## config.mk

```make
export PLATFORM = sky130hd
export DESIGN_NAME = serial_adder
export DESIGN_NICKNAME = d
export VERILOG_FILES = /design/src/rtl/serial_arith_pkg.sv /design/src/rtl/full_adder_bit.sv /design/src/rtl/serial_adder.sv
export SDC_FILE = /design/constraint.sdc
export NUM_CORES = 1
export LEC_CHECK = 0
export BUFFER_PORTS_ARGS = -buffer_cell sky130_fd_sc_hd__buf_2
export CORE_UTILIZATION = 40
export DETAILED_ROUTE_END_ITERATION = 10
export MAX_ROUTING_LAYER = met4
export SYNTH_ARGS = -nofsm -noshare
export SYNTH_HDL_FRONTEND = slang
export SYNTH_HIERARCHICAL = 1
export SYNTH_SLANG_ARGS = --single-unit
export TNS_END_PERCENT = 100
```

## constraint.sdc

```tcl
create_clock -name clk -period 1.51 [get_ports clk]
set_clock_uncertainty 0.05 [all_clocks]
set_input_delay 0.302 -clock clk [delete_from_list [all_inputs] [get_ports clk]]
set_output_delay 0.302 -clock clk [all_outputs]
set_load 0.01 [all_outputs]
```

## src/rtl/serial_arith_pkg.sv

```systemverilog
// Shared definitions for the bit-serial arithmetic blocks: FSM state encoding and
// the sizing helper for the bit counter.
package serial_arith_pkg;

  typedef enum logic [1:0] {
    IDLE  = 2'd0,
    SHIFT = 2'd1,
    DONE  = 2'd2
  } state_t;

  // The counter is one bit wider than log2(width), so WIDTH-1 always fits.
  function automatic int unsigned cnt_width(input int unsigned w);
    return $clog2(w) + 1;
  endfunction

endpackage

```

## src/rtl/full_adder_bit.sv

```systemverilog
// Single-bit combinational full adder cell.
module full_adder_bit (
  input  logic a,
  input  logic b,
  input  logic cin,
  output logic s,
  output logic cout
);

  assign s    = a ^ b ^ cin;
  assign cout = (a & b) | (a & cin) | (b & cin);

endmodule

```

## src/rtl/serial_adder.sv

```systemverilog
// Bit-serial LSB-first adder: sum = a + b + carry_in over WIDTH shift cycles.
// Optional signed-overflow output is enabled by defining SERIAL_ADDER_OVERFLOW_EN.
module serial_adder #(
  parameter int unsigned WIDTH = 4
) (
  input  logic             clk,
  input  logic             rst_n,
  input  logic             start,
  input  logic [WIDTH-1:0] a,
  input  logic [WIDTH-1:0] b,
  input  logic             carry_in,
  output logic             busy,
  output logic             done,
  output logic [WIDTH-1:0] sum,
  output logic             carry_out
`ifdef SERIAL_ADDER_OVERFLOW_EN
  ,
  output logic             overflow
`endif
);

  import serial_arith_pkg::*;

  localparam int unsigned CW = cnt_width(WIDTH);

  state_t           state, next_state;
  logic [CW-1:0]    cnt;
  logic [WIDTH-1:0] a_sr, b_sr, sum_r;
  logic             carry;
  logic             fa_s, fa_c;
  logic             last;
  logic             capture;

  assign last    = (cnt == CW'(WIDTH - 1));
  assign capture = start && ((state == IDLE) || (state == DONE));
  assign sum     = sum_r;

  full_adder_bit u_fa (
    .a    (a_sr[0]),
    .b    (b_sr[0]),
    .cin  (carry),
    .s    (fa_s),
    .cout (fa_c)
  );

  always_ff @(posedge clk or negedge rst_n) begin
    if (!rst_n) state <= IDLE;
    else        state <= next_state;
  end

  always_comb begin
    next_state = state;
    unique case (state)
      IDLE:    if (start) next_state = SHIFT;
      SHIFT:   if (last)  next_state = DONE;
      DONE:    next_state = start ? SHIFT : IDLE;
      default: next_state = IDLE;
    endcase
  end

  always_comb begin
    busy = (state == SHIFT);
    done = (state == DONE);
  end

  // Result bits enter at the MSB so the sum is right-aligned after WIDTH shifts.
  always_ff @(posedge clk or negedge rst_n) begin
    if (!rst_n) begin
      a_sr      <= '0;
      b_sr      <= '0;
      sum_r     <= '0;
      carry     <= 1'b0;
      cnt       <= '0;
      carry_out <= 1'b0;
    end else if (capture) begin
      a_sr  <= a;
      b_sr  <= b;
      carry <= carry_in;
      cnt   <= '0;
    end else if (state == SHIFT) begin
      sum_r <= {fa_s, sum_r[WIDTH-1:1]};
      a_sr  <= a_sr >> 1;
      b_sr  <= b_sr >> 1;
      carry <= fa_c;
      cnt   <= last ? '0 : cnt + CW'(1);
      if (last) carry_out <= fa_c;
    end
  end

`ifdef SERIAL_ADDER_OVERFLOW_EN
  // On the final edge the carry flop holds the carry into the MSB.
  always_ff @(posedge clk or negedge rst_n) begin
    if (!rst_n)                      overflow <= 1'b0;
    else if (state == SHIFT && last) overflow <= carry ^ fa_c;
  end
`endif

endmodule
```

==> run_summary.xml, run 1 <==
<?xml version="1.0" encoding="UTF-8"?>
<metrics>
  <group name="outcome">
    <metric name="status" unit="">completed</metric>
  </group>
  <group name="power_and_ir_drop">
    <metric name="leakage" unit="nW">0.516</metric>
    <metric name="vdd.ir_drop.worst" unit="mV">0.884</metric>
    <metric name="power-per-cell-area" unit="nW/um^2">2070</metric>
  </group>
  <group name="clocking">
    <metric name="htreeDepth" unit="">1</metric>
    <metric name="clkTransAtPathRegs" unit="ns">0.12</metric>
    <metric name="tritoncts" unit="">built</metric>
    <metric name="tritoncts.num_buffers" unit="">3</metric>
    <metric name="ctsRootBufferMaster" unit="">sky130_fd_sc_hd__clkbuf_4</metric>
    <metric name="clock_tree.buffer_depth" unit="">2</metric>
    <metric name="clock_sink_count" unit="">19</metric>
    <metric name="worstSkewPairLatency" unit="ns">0.30</metric>
  </group>
  <group name="synthesis">
    <metric name="post_synth_num_cell_types" unit="">22</metric>
    <metric name="postSynthRegisterBits" unit="">19</metric>
    <metric name="fraction_of_synthesized_cell_area_in_xor_and_xnor_cells" unit="%">0</metric>
    <metric name="yosysMostFrequentCell" unit="">sky130_fd_sc_hd__nand2_1</metric>
    <metric name="cell_area_after_synthesis" unit="um^2">857</metric>
    <metric name="post_synth_inst_count" unit="">83</metric>
    <metric name="synthSimpleGateAreaFrac" unit="%">24.7</metric>
    <metric name="synthTopCellsByCount" unit="">sky130_fd_sc_hd__nand2_1 (27), sky130_fd_sc_hd__dfrtp_1 (19), sky130_fd_sc_hd__nand3_1 (5), sky130_fd_sc_hd__nor2_1 (4)</metric>
    <metric name="synthAdderAreaFrac" unit="%">3.80</metric>
    <metric name="ys.warnings.count" unit="">6</metric>
    <metric name="synthTopCellsByArea" unit="">sky130_fd_sc_hd__dfrtp_1 (55%), sky130_fd_sc_hd__nand2_1 (12%), sky130_fd_sc_hd__nand2b_4 (3.2%)</metric>
    <metric name="largest_family_of_logic_cells_by_synthesized_area" unit="">simple AND/OR/NAND/NOR gates</metric>
    <metric name="synthesis.area_per_instance" unit="um^2">10.3</metric>
    <metric name="synth_enable_flop_cells" unit="">0</metric>
    <metric name="complex_gate_fraction_of_the_synthesized_area" unit="%">8.47</metric>
    <metric name="ys_seq_area_share" unit="%">55.5</metric>
    <metric name="synth_largest_area_cell" unit="">sky130_fd_sc_hd__dfrtp_1</metric>
    <metric name="postSynthNetCount" unit="">97</metric>
    <metric name="synth_top_area_share" unit="%">55.5</metric>
    <metric name="synth_top_flop_cell" unit="">sky130_fd_sc_hd__dfrtp_1</metric>
    <metric name="asyncSetResetFlopFracSynth" unit="%">100</metric>
    <metric name="yosys-mux-area-fraction" unit="%">1.31</metric>
  </group>
  <group name="finish">
    <metric name="antennaDiodeCount" unit="">0</metric>
    <metric name="layout-drive-gt1-share" unit="%">30.8</metric>
    <metric name="nets" unit="">122</metric>
    <metric name="fillCellCount" unit="">186</metric>
    <metric name="finalCoreUtilization" unit="%">51.5</metric>
    <metric name="layout_overhead_on_the_synthesized_area" unit="%">19.0</metric>
  </group>
  <group name="sta">
    <metric name="post-route-period-util" unit="%">95.8</metric>
    <metric name="timing.max_slew.rel_slack" unit="%">71.4</metric>
    <metric name="timing.final.max_slew_violations" unit="">0</metric>
    <metric name="rsz0062_at_grt" unit="">yes</metric>
    <metric name="actual_slew_at_the_worst_max_slew_pin" unit="ns">0.429</metric>
    <metric name="timing.final.hold_violations" unit="">0</metric>
    <metric name="finalCriticalPeriod" unit="ns">1.45</metric>
    <metric name="setup_tns" unit="ns">0</metric>
    <metric name="max_freq" unit="MHz">691</metric>
    <metric name="setup_violations" unit="">0</metric>
    <metric name="setup_ws" unit="ns">0.0628</metric>
  </group>
  <group name="grt">
    <metric name="first_global_vias" unit="">511</metric>
    <metric name="globalRouteTotalUtil" unit="%">16.1</metric>
    <metric name="antenna_found_initial" unit="">0</metric>
    <metric name="grt_start_max_net_pins" unit="">20</metric>
    <metric name="grt_pass1_wl" unit="um">2340</metric>
    <metric name="total_congestion_overflow_after_global_routing" unit="">0</metric>
  </group>
  <group name="worst_hold_path">
    <metric name="min-delay-path-class" unit="">input pin to flop</metric>
  </group>
  <group name="worst_setup_path">
    <metric name="cp_num_buf_inv" unit="">1</metric>
    <metric name="critPathKind" unit="">flop to output port</metric>
    <metric name="critical-path-top-delay-family" unit="">flip-flops</metric>
    <metric name="worst_ep_required_time" unit="ns">1.16</metric>
    <metric name="max_stage_delay" unit="ns">0.44</metric>
    <metric name="type_of_element_capturing_the_critical_path" unit="">output port</metric>
    <metric name="path_max_fanout" unit="">4</metric>
    <metric name="worstSetupStartpointType" unit="">flop</metric>
    <metric name="worstPathCellList" unit="">and2b_2, buf_6</metric>
    <metric name="critPathArrivalTime" unit="ns">1.10</metric>
    <metric name="timing.critical_path.slowest_stage_cell" unit="">sky130_fd_sc_hd__dfrtp_1</metric>
    <metric name="worst-r2r-setup-slack" unit="ns">0.15</metric>
  </group>
  <group name="placement">
    <metric name="dp_hpwl" unit="um">1080</metric>
    <metric name="pre_cts_slack" unit="ns">0.238</metric>
    <metric name="gp_congestion" unit="">0.755</metric>
    <metric name="place.port_buffers" unit="">18</metric>
  </group>
  <group name="routing">
    <metric name="drtIter0Drc" unit="">18</metric>
    <metric name="detail_route.drc_violations" unit="">0</metric>
    <metric name="met2WireLength" unit="um">692</metric>
    <metric name="dr.max_layer_used" unit="">met4</metric>
    <metric name="route.antenna.remaining_nets" unit="">0</metric>
    <metric name="detailroute.via_count" unit="">648</metric>
    <metric name="post_drt_wl_per_cell" unit="um">11.8</metric>
    <metric name="drtPass1Iterations" unit="">4</metric>
    <metric name="routedLengthMet1" unit="um">788</metric>
    <metric name="routed_wirelength" unit="um">1580</metric>
    <metric name="met3WireLength" unit="um">80</metric>
    <metric name="avgViaCountPerCell" unit="">4.84</metric>
  </group>
  <group name="floorplan">
    <metric name="design.core.area" unit="um^2">1980</metric>
    <metric name="fp.dieArea" unit="um^2">2330</metric>
    <metric name="top_level_ports" unit="">19</metric>
    <metric name="chipHeight" unit="um">48.3</metric>
    <metric name="initial_core_util" unit="%">43.2</metric>
    <metric name="rows" unit="">16</metric>
    <metric name="width_of_the_die" unit="um">48.3</metric>
  </group>
  <group name="flow_run">
    <metric name="number_of_maximum_capacitance_constraint_violations" unit="">0</metric>
  </group>
</metrics>
## layout by cell type, fill, tap and decap left out, drive strengths merged, types with 2 or more instances in the layout
cell type	netlist	final
clkbuf	0	3
nand3	5	5
nand2	27	27
o21ai	2	2
a31oi	2	2
nor3	2	2
o22ai	2	2
nor2	5	5
buf	4	23
nand2b	3	3
a22oi	3	3
a21oi	3	3
dfrtp	19	19
## where the power goes
part           switching [mW]  internal [mW]  leakage (nW)
Sequential              0.139          0.729         0.239
Combinational           0.541          0.439         0.259
Clock                   0.160         0.0986        0.0177
Total                   0.840           1.27         0.516
## flip-flops by register name (all words and copies together), names as in the netlist
signal     cells
a_sr           4
b_sr           4
sum            4
cnt            3
state          2
carry          1
carry_out      1
## cell type report
type / count / area (um^2) / share of cell area, %
sequential: 19 / 475 / 46.6
inverter: 1 / 11.3 / 1.10
clock inverter: 1 / 5.00 / 0.491
multi-input combinational: 59 / 328 / 32.1
timing repair buffer: 24 / 144 / 14.1
clock buffer: 3 / 22.5 / 2.21
tap: 27 / 33.8 / 3.31
## repair_timing
item,4_1_cts,5_1_grt
resized for setup,2,1
hold buffers,1,0
setup endpoints to repair,1,2
setup buffers,1,2
hold endpoints to repair,19,0
## layer usage
layer,GRT usage (%),up-vias
met5,-,-
met4,8.33,0
met1,21.8,301
li1,-,321
met3,3.33,4
met2,22.4,22
## stage by stage
stage | std cells | total power, mW | cell area, um^2 | hold WS [ns]
after floorplan | 83 | 1.58 | 857 | -0.0436
after global placement | 126 | 1.75 | 948 | 0.214
after detailed placement | 126 | 1.78 | 948 | 0.218
after CTS | 132 | 2.08 | 998 | 0.165
after global routing | 134 | 2.31 | 1020 | 0.146
final | 134 | 2.11 | 1020 | 0.167
## kinds of logic after synthesis
group | count (synthesis)
buffers and inverters | 5
adders and majority gates | 2
DFF | 19
muxes | 1
and+or+nand+nor | 44
AOI/OAI and AO/OA | 12
## worst paths after layout
check,startpoint,to,cells after the start
worst max-delay path,state[0],done,2
worst min-delay path,b[3],b_sr[3],3
worst max register to register,state[1],carry_out,4
worst min register to register,sum[0],sum[0],2
max in group asynchronous,rst_n,sum[1],2
min in group asynchronous,rst_n,b_sr[1],2
## worst min-delay path, stage by stage
cell	delay [ns]
sky130_fd_sc_hd__buf_2	0.10
sky130_fd_sc_hd__nand2_1	0.04
sky130_fd_sc_hd__a21oi_1	0.05
Power figures use the tool's default switching activity.
==> run 2, diff against run 1 <==
- clock period: 1.51 -> 1.2 ns (I/O delays scaled with it)
==> run_summary.xml, run 2 (synthesis gave the netlist of run 1 again) <==
<?xml version="1.0" encoding="UTF-8"?>
<metrics>
  <group name="placement">
    <metric name="dp_hpwl" unit="um">1100</metric>
    <metric name="place_inst" unit="">129</metric>
    <metric name="gp_congestion" unit="">0.691</metric>
    <metric name="place.port_buffers" unit="">18</metric>
    <metric name="pre_cts_slack" unit="ns">-0.0280</metric>
  </group>
  <group name="flow_run">
    <metric name="number_of_maximum_capacitance_constraint_violations" unit="">0</metric>
  </group>
  <group name="floorplan">
    <metric name="chipHeight" unit="um">48.3</metric>
    <metric name="fp.dieArea" unit="um^2">2330</metric>
    <metric name="rows" unit="">16</metric>
    <metric name="design.core.area" unit="um^2">1980</metric>
    <metric name="width_of_the_die" unit="um">48.3</metric>
    <metric name="initial_core_util" unit="%">43.2</metric>
    <metric name="top_level_ports" unit="">19</metric>
  </group>
  <group name="sta">
    <metric name="post-route-period-util" unit="%">113</metric>
    <metric name="setup_ws" unit="ns">-0.151</metric>
    <metric name="timing.final.hold_violations" unit="">0</metric>
    <metric name="finalCriticalPeriod" unit="ns">1.35</metric>
    <metric name="timing.final.max_slew_violations" unit="">0</metric>
    <metric name="actual_slew_at_the_worst_max_slew_pin" unit="ns">0.424</metric>
    <metric name="setup_violations" unit="">3</metric>
    <metric name="max_freq" unit="MHz">740</metric>
    <metric name="timing.max_slew.rel_slack" unit="%">71.7</metric>
    <metric name="rsz0062_at_grt" unit="">yes</metric>
  </group>
  <group name="worst_setup_path">
    <metric name="critPathArrivalTime" unit="ns">1.06</metric>
    <metric name="critPathKind" unit="">flop to output port</metric>
    <metric name="type_of_element_capturing_the_critical_path" unit="">output port</metric>
    <metric name="critPathLaunch" unit="">state[0]</metric>
    <metric name="path_max_fanout" unit="">3</metric>
    <metric name="critical_register_to_register_path_startpoint" unit="">state[1]</metric>
    <metric name="worst_ep_required_time" unit="ns">0.91</metric>
    <metric name="worstSetupStartpointType" unit="">flop</metric>
  </group>
  <group name="clocking">
    <metric name="clkTransAtPathRegs" unit="ns">0.10</metric>
    <metric name="worstSkewPairLatency" unit="ns">0.29</metric>
    <metric name="htreeDepth" unit="">1</metric>
    <metric name="clock_tree.buffer_depth" unit="">2</metric>
    <metric name="clock_sink_count" unit="">19</metric>
    <metric name="tritoncts" unit="">built</metric>
    <metric name="ctsRootBufferMaster" unit="">sky130_fd_sc_hd__clkbuf_4</metric>
    <metric name="tritoncts.num_buffers" unit="">3</metric>
  </group>
  <group name="routing">
    <metric name="routed_wirelength" unit="um">1670</metric>
    <metric name="route.antenna.remaining_nets" unit="">0</metric>
    <metric name="drtPass1Iterations" unit="">4</metric>
    <metric name="avgViaCountPerCell" unit="">4.85</metric>
    <metric name="detailroute.via_count" unit="">679</metric>
    <metric name="detail_route.drc_violations" unit="">0</metric>
    <metric name="post_drt_wl_per_cell" unit="um">12.0</metric>
    <metric name="drtIter0Drc" unit="">15</metric>
  </group>
  <group name="power_and_ir_drop">
    <metric name="power-per-cell-area" unit="nW/um^2">2720</metric>
    <metric name="vdd.ir_drop.worst" unit="mV">1.29</metric>
    <metric name="leakage" unit="nW">0.565</metric>
    <metric name="total_power" unit="mW">3.13</metric>
  </group>
  <group name="finish">
    <metric name="fillCellCount" unit="">178</metric>
    <metric name="layout.cells.most_common" unit="">sky130_fd_sc_hd__nand2_1</metric>
    <metric name="antennaDiodeCount" unit="">0</metric>
    <metric name="layout-drive-gt1-share" unit="%">41.6</metric>
    <metric name="nets" unit="">128</metric>
    <metric name="layout_overhead_on_the_synthesized_area" unit="%">34.2</metric>
    <metric name="layout.cells.most_common_list" unit="">sky130_fd_sc_hd__nand2_1 (25), sky130_fd_sc_hd__dfrtp_1 (19), sky130_fd_sc_hd__buf_2 (16), sky130_fd_sc_hd__buf_4 (7), sky130_fd_sc_hd__nand3_1 (5)</metric>
    <metric name="layout.cells.non_filler" unit="">140</metric>
  </group>
  <group name="worst_hold_path">
    <metric name="min-delay-path-class" unit="">input pin to flop</metric>
    <metric name="hold_start" unit="">a[1]</metric>
  </group>
  <group name="grt">
    <metric name="grt_pass1_wl" unit="um">2460</metric>
    <metric name="grt_start_max_net_pins" unit="">20</metric>
    <metric name="globalRouteTotalUtil" unit="%">16.1</metric>
    <metric name="first_global_vias" unit="">582</metric>
    <metric name="total_congestion_overflow_after_global_routing" unit="">0</metric>
    <metric name="antenna_found_initial" unit="">0</metric>
  </group>
  <group name="outcome">
    <metric name="status" unit="">complete, but fails checks</metric>
    <metric name="failed_checks" unit="">negative setup slack</metric>
  </group>
</metrics>
==> run 2: cell count changes in the layout (fill, tap and decap cells not counted), moves of 2 or more <==
| cell | delta |
|---|---|
| sky130_fd_sc_hd__o22ai_1 | -2 |
| sky130_fd_sc_hd__o22ai_2 | +2 |
| sky130_fd_sc_hd__o21ai_0 | -2 |
| sky130_fd_sc_hd__buf_6 | +2 |
| sky130_fd_sc_hd__o21ai_1 | +2 |
| sky130_fd_sc_hd__nand2_2 | +2 |
| sky130_fd_sc_hd__a21oi_1 | -2 |
| sky130_fd_sc_hd__buf_4 | +2 |
| sky130_fd_sc_hd__nand2_1 | -2 |
| sky130_fd_sc_hd__a21oi_2 | +2 |
==> run 2: area by class of cell <==
cell class	instances	area, um^2	area share [%]
Multi-Input combinational cell	59	367	31.9
Timing Repair Buffer	30	236	20.6
Inverter	1	11.3	0.979
Clock buffer	4	26.3	2.29
Tap cell	27	33.8	2.94
Sequential cell	19	475	41.3
==> run 2: metal layers <==
metal | vias to the layer above | global-route usage (%) | part of all wire, %
li1 | 336 | - | -
met1 | 321 | 21.0 | 47
met2 | 20 | 24.0 | 47
met3 | 2 | 4.07 | 4.8
met4 | 0 | 6.11 | 1.0
met5 | - | - | 0
==> run 2: final timing paths <==
check                                 end  slack, ns  cells after the start
worst max-delay path                 done      -0.15                      2
worst min-delay path              a_sr[1]       0.12                      3
worst max register to register  carry_out      -0.05                      4
worst min register to register     sum[0]       0.44                      2
max in group asynchronous          sum[2]       0.45                      2
min in group asynchronous         b_sr[1]       0.35                      2
==> run 2: worst max-delay path, cell delays in order (launching register included) <==
cell and delay (ns):
sky130_fd_sc_hd__dfrtp_1 0.42, sky130_fd_sc_hd__and2b_2 0.24, sky130_fd_sc_hd__buf_6 0.11
==> run 2: per-stage QoR <==
step           TNS, ns  hold slack (ns)  util (%)  instance area, um^2
6_report        -0.307            0.116      58.0                 1150
3_5_place_dp   -0.0280            0.147      49.1                  973
4_1_cts         -0.340            0.104      54.6                 1080
5_1_grt         -0.532            0.112      58.0                 1150
2_1_floorplan        0           -0.106         -                  860
3_3_place_gp         0            0.154      49.1                  973
==> run 2: report_power, final <==
group | switching, mW | leakage, nW | internal [mW] | total, mW
clock | 0.182 | 0.0150 | 0.129 | 0.311
combinational | 0.810 | 0.311 | 0.904 | 1.71
sequential | 0.185 | 0.239 | 0.918 | 1.10
==> run 2: repair_timing <==
item                                   4_1_cts  5_1_grt
hold buffers                                 1        0
resized for setup                            9       12
endpoints found under the hold margin       19        0
gates cloned                                 0        1
setup buffers                                5        0
pin swaps                                    1        5
setup endpoints to repair                    4       18
==> run 3, diff against run 2 <==
- TNS_END_PERCENT: 100 -> 50
==> run_summary.xml, run 3 (synthesis gave the netlist of run 1 again) <==
<?xml version="1.0" encoding="UTF-8"?>
<metrics>
  <group name="outcome">
    <metric name="status" unit="">complete, but fails checks</metric>
    <metric name="failed_checks" unit="">negative setup slack</metric>
  </group>
  <group name="clocking">
    <metric name="clock_tree.buffer_depth" unit="">2</metric>
    <metric name="worstSkewPairLatency" unit="ns">0.30</metric>
    <metric name="ctsRootBufferMaster" unit="">sky130_fd_sc_hd__clkbuf_4</metric>
    <metric name="clkTransAtPathRegs" unit="ns">0.10</metric>
    <metric name="htreeDepth" unit="">1</metric>
    <metric name="tritoncts.num_buffers" unit="">3</metric>
    <metric name="tritoncts" unit="">built</metric>
    <metric name="clock_sink_count" unit="">19</metric>
  </group>
  <group name="routing">
    <metric name="routed_wirelength" unit="um">1730</metric>
    <metric name="drtIter0Drc" unit="">14</metric>
    <metric name="route.antenna.remaining_nets" unit="">0</metric>
    <metric name="detail_route.drc_violations" unit="">0</metric>
    <metric name="post_drt_wl_per_cell" unit="um">12.5</metric>
    <metric name="detailroute.via_count" unit="">666</metric>
    <metric name="avgViaCountPerCell" unit="">4.83</metric>
    <metric name="drtPass1Iterations" unit="">4</metric>
  </group>
  <group name="worst_setup_path">
    <metric name="worst-r2r-setup-slack" unit="ns">-0.06</metric>
    <metric name="worst_ep_required_time" unit="ns">0.91</metric>
    <metric name="timing.critical_path.slowest_stage_cell" unit="">sky130_fd_sc_hd__dfrtp_1</metric>
    <metric name="critPathKind" unit="">flop to output port</metric>
    <metric name="critical-path-top-delay-family" unit="">flip-flops</metric>
    <metric name="r2r.worst_path.cells" unit="">4</metric>
    <metric name="worstSetupStartpointType" unit="">flop</metric>
    <metric name="worstPathCellList" unit="">and2b_2, buf_6</metric>
    <metric name="max_stage_delay" unit="ns">0.42</metric>
    <metric name="critical_register_to_register_path_startpoint" unit="">state[1]</metric>
    <metric name="cp.depth" unit="">2</metric>
    <metric name="cp_num_buf_inv" unit="">1</metric>
    <metric name="path_max_fanout" unit="">3</metric>
    <metric name="type_of_element_capturing_the_critical_path" unit="">output port</metric>
    <metric name="critPathArrivalTime" unit="ns">1.08</metric>
    <metric name="reg2reg_to" unit="">carry_out</metric>
  </group>
  <group name="sta">
    <metric name="actual_slew_at_the_worst_max_slew_pin" unit="ns">0.433</metric>
    <metric name="timing.final.hold_violations" unit="">0</metric>
    <metric name="post-route-period-util" unit="%">114</metric>
    <metric name="max_freq" unit="MHz">732</metric>
    <metric name="finalCriticalPeriod" unit="ns">1.37</metric>
    <metric name="timing.final.max_slew_violations" unit="">0</metric>
    <metric name="setup_tns" unit="ns">-0.346</metric>
    <metric name="finalHoldWorstSlack" unit="ns">0.106</metric>
    <metric name="timing.max_slew.rel_slack" unit="%">71.1</metric>
    <metric name="setup_ws" unit="ns">-0.166</metric>
    <metric name="setup_violations" unit="">3</metric>
    <metric name="rsz0062_at_grt" unit="">yes</metric>
  </group>
  <group name="flow_run">
    <metric name="number_of_maximum_capacitance_constraint_violations" unit="">0</metric>
  </group>
  <group name="worst_hold_path">
    <metric name="min-delay-path-class" unit="">input pin to flop</metric>
    <metric name="holdPathStages" unit="">3</metric>
    <metric name="hold_end" unit="">a_sr[1]</metric>
    <metric name="hold_start" unit="">a[1]</metric>
  </group>
  <group name="grt">
    <metric name="antenna_found_initial" unit="">0</metric>
    <metric name="globalRouteTotalUtil" unit="%">16.4</metric>
    <metric name="total_congestion_overflow_after_global_routing" unit="">0</metric>
    <metric name="grt_pass1_wl" unit="um">2500</metric>
    <metric name="grt_start_max_net_pins" unit="">20</metric>
    <metric name="first_global_vias" unit="">606</metric>
  </group>
  <group name="power_and_ir_drop">
    <metric name="vdd.ir_drop.worst" unit="mV">1.39</metric>
    <metric name="leakage" unit="nW">0.549</metric>
    <metric name="power-per-cell-area" unit="nW/um^2">2720</metric>
  </group>
  <group name="floorplan">
    <metric name="chipHeight" unit="um">48.3</metric>
    <metric name="fp.dieArea" unit="um^2">2330</metric>
    <metric name="rows" unit="">16</metric>
    <metric name="top_level_ports" unit="">19</metric>
    <metric name="design.core.area" unit="um^2">1980</metric>
    <metric name="width_of_the_die" unit="um">48.3</metric>
    <metric name="initial_core_util" unit="%">43.2</metric>
  </group>
  <group name="finish">
    <metric name="layout.cells.non_filler" unit="">138</metric>
    <metric name="antennaDiodeCount" unit="">0</metric>
    <metric name="ff_latch_area" unit="um^2">475</metric>
    <metric name="fillCellCount" unit="">182</metric>
    <metric name="nets" unit="">126</metric>
    <metric name="layout.cells.most_common_list" unit="">sky130_fd_sc_hd__nand2_1 (25), sky130_fd_sc_hd__dfrtp_1 (19), sky130_fd_sc_hd__buf_2 (16), sky130_fd_sc_hd__buf_4 (6), sky130_fd_sc_hd__nand3_1 (5)</metric>
    <metric name="layout_overhead_on_the_synthesized_area" unit="%">31.2</metric>
    <metric name="layout-drive-gt1-share" unit="%">41.4</metric>
    <metric name="area_of_the_multi_input_gates" unit="um^2">374</metric>
    <metric name="layout.cells.most_common" unit="">sky130_fd_sc_hd__nand2_1</metric>
  </group>
  <group name="placement">
    <metric name="place.port_buffers" unit="">18</metric>
    <metric name="gp_congestion" unit="">0.691</metric>
    <metric name="dp_hpwl" unit="um">1100</metric>
    <metric name="place_inst" unit="">129</metric>
  </group>
</metrics>
run 3: per-layer routing:
metal | part of all wire (%) | vias up | global-route usage [%]
li1 | - | 331 | -
met1 | 50 | 310 | 20.3
met2 | 42 | 16 | 24.5
met3 | 4.4 | 9 | 4.44
met4 | 3.4 | 0 | 8.33
met5 | 0 | - | -
run 3: cell type report:
type                    instances  share of cell area, %
clock buffers                   4                   2.34
repair buffers                 28                   18.1
inverters                       1                   1.00
multi-input cells              59                   33.3
well taps                      27                   3.00
flip-flops and latches         19                   42.3
run 3: metrics by stage:
stage                     util, %  area, um^2  total power, mW  worst slack [ns]
final                        56.8        1120             3.06            -0.166
after global routing         56.8        1120             3.29            -0.205
after CTS                    54.5        1080             2.90            -0.166
after detailed placement     49.1         973             2.31           -0.0280
after global placement       49.1         973             2.28           0.00124
after floorplan                 -         860             1.99           0.00485
run 3: worst max-delay path by stage:
stage / startpoint / endpoint / slack, ns
after CTS: state[0] / done / -0.17
after global placement: cnt[0] / carry_out / 0.001
after floorplan: cnt[0] / carry_out / 0.005
after detailed placement: cnt[1] / carry_out / -0.03
final: state[0] / done / -0.17
after global routing: state[0] / done / -0.21
run 3: what timing repair did:
item,in CTS,in global routing
setup buffers,4,0
setup endpoints to repair,4,18
pin swaps,1,5
resized for setup,10,12
hold endpoints to repair,19,0
hold buffers,1,0
run 3: power by group:
part | total (mW) | switching, mW | internal (mW)
registers | 1.10 | 0.187 | 0.918
clock network | 0.324 | 0.194 | 0.130
logic | 1.63 | 0.808 | 0.822
total | 3.06 | 1.19 | 1.87
run 3: worst min-delay path, stage by stage:
cell                      delay, ns
sky130_fd_sc_hd__buf_2         0.08
sky130_fd_sc_hd__a22oi_1       0.06
sky130_fd_sc_hd__nand2_1       0.06
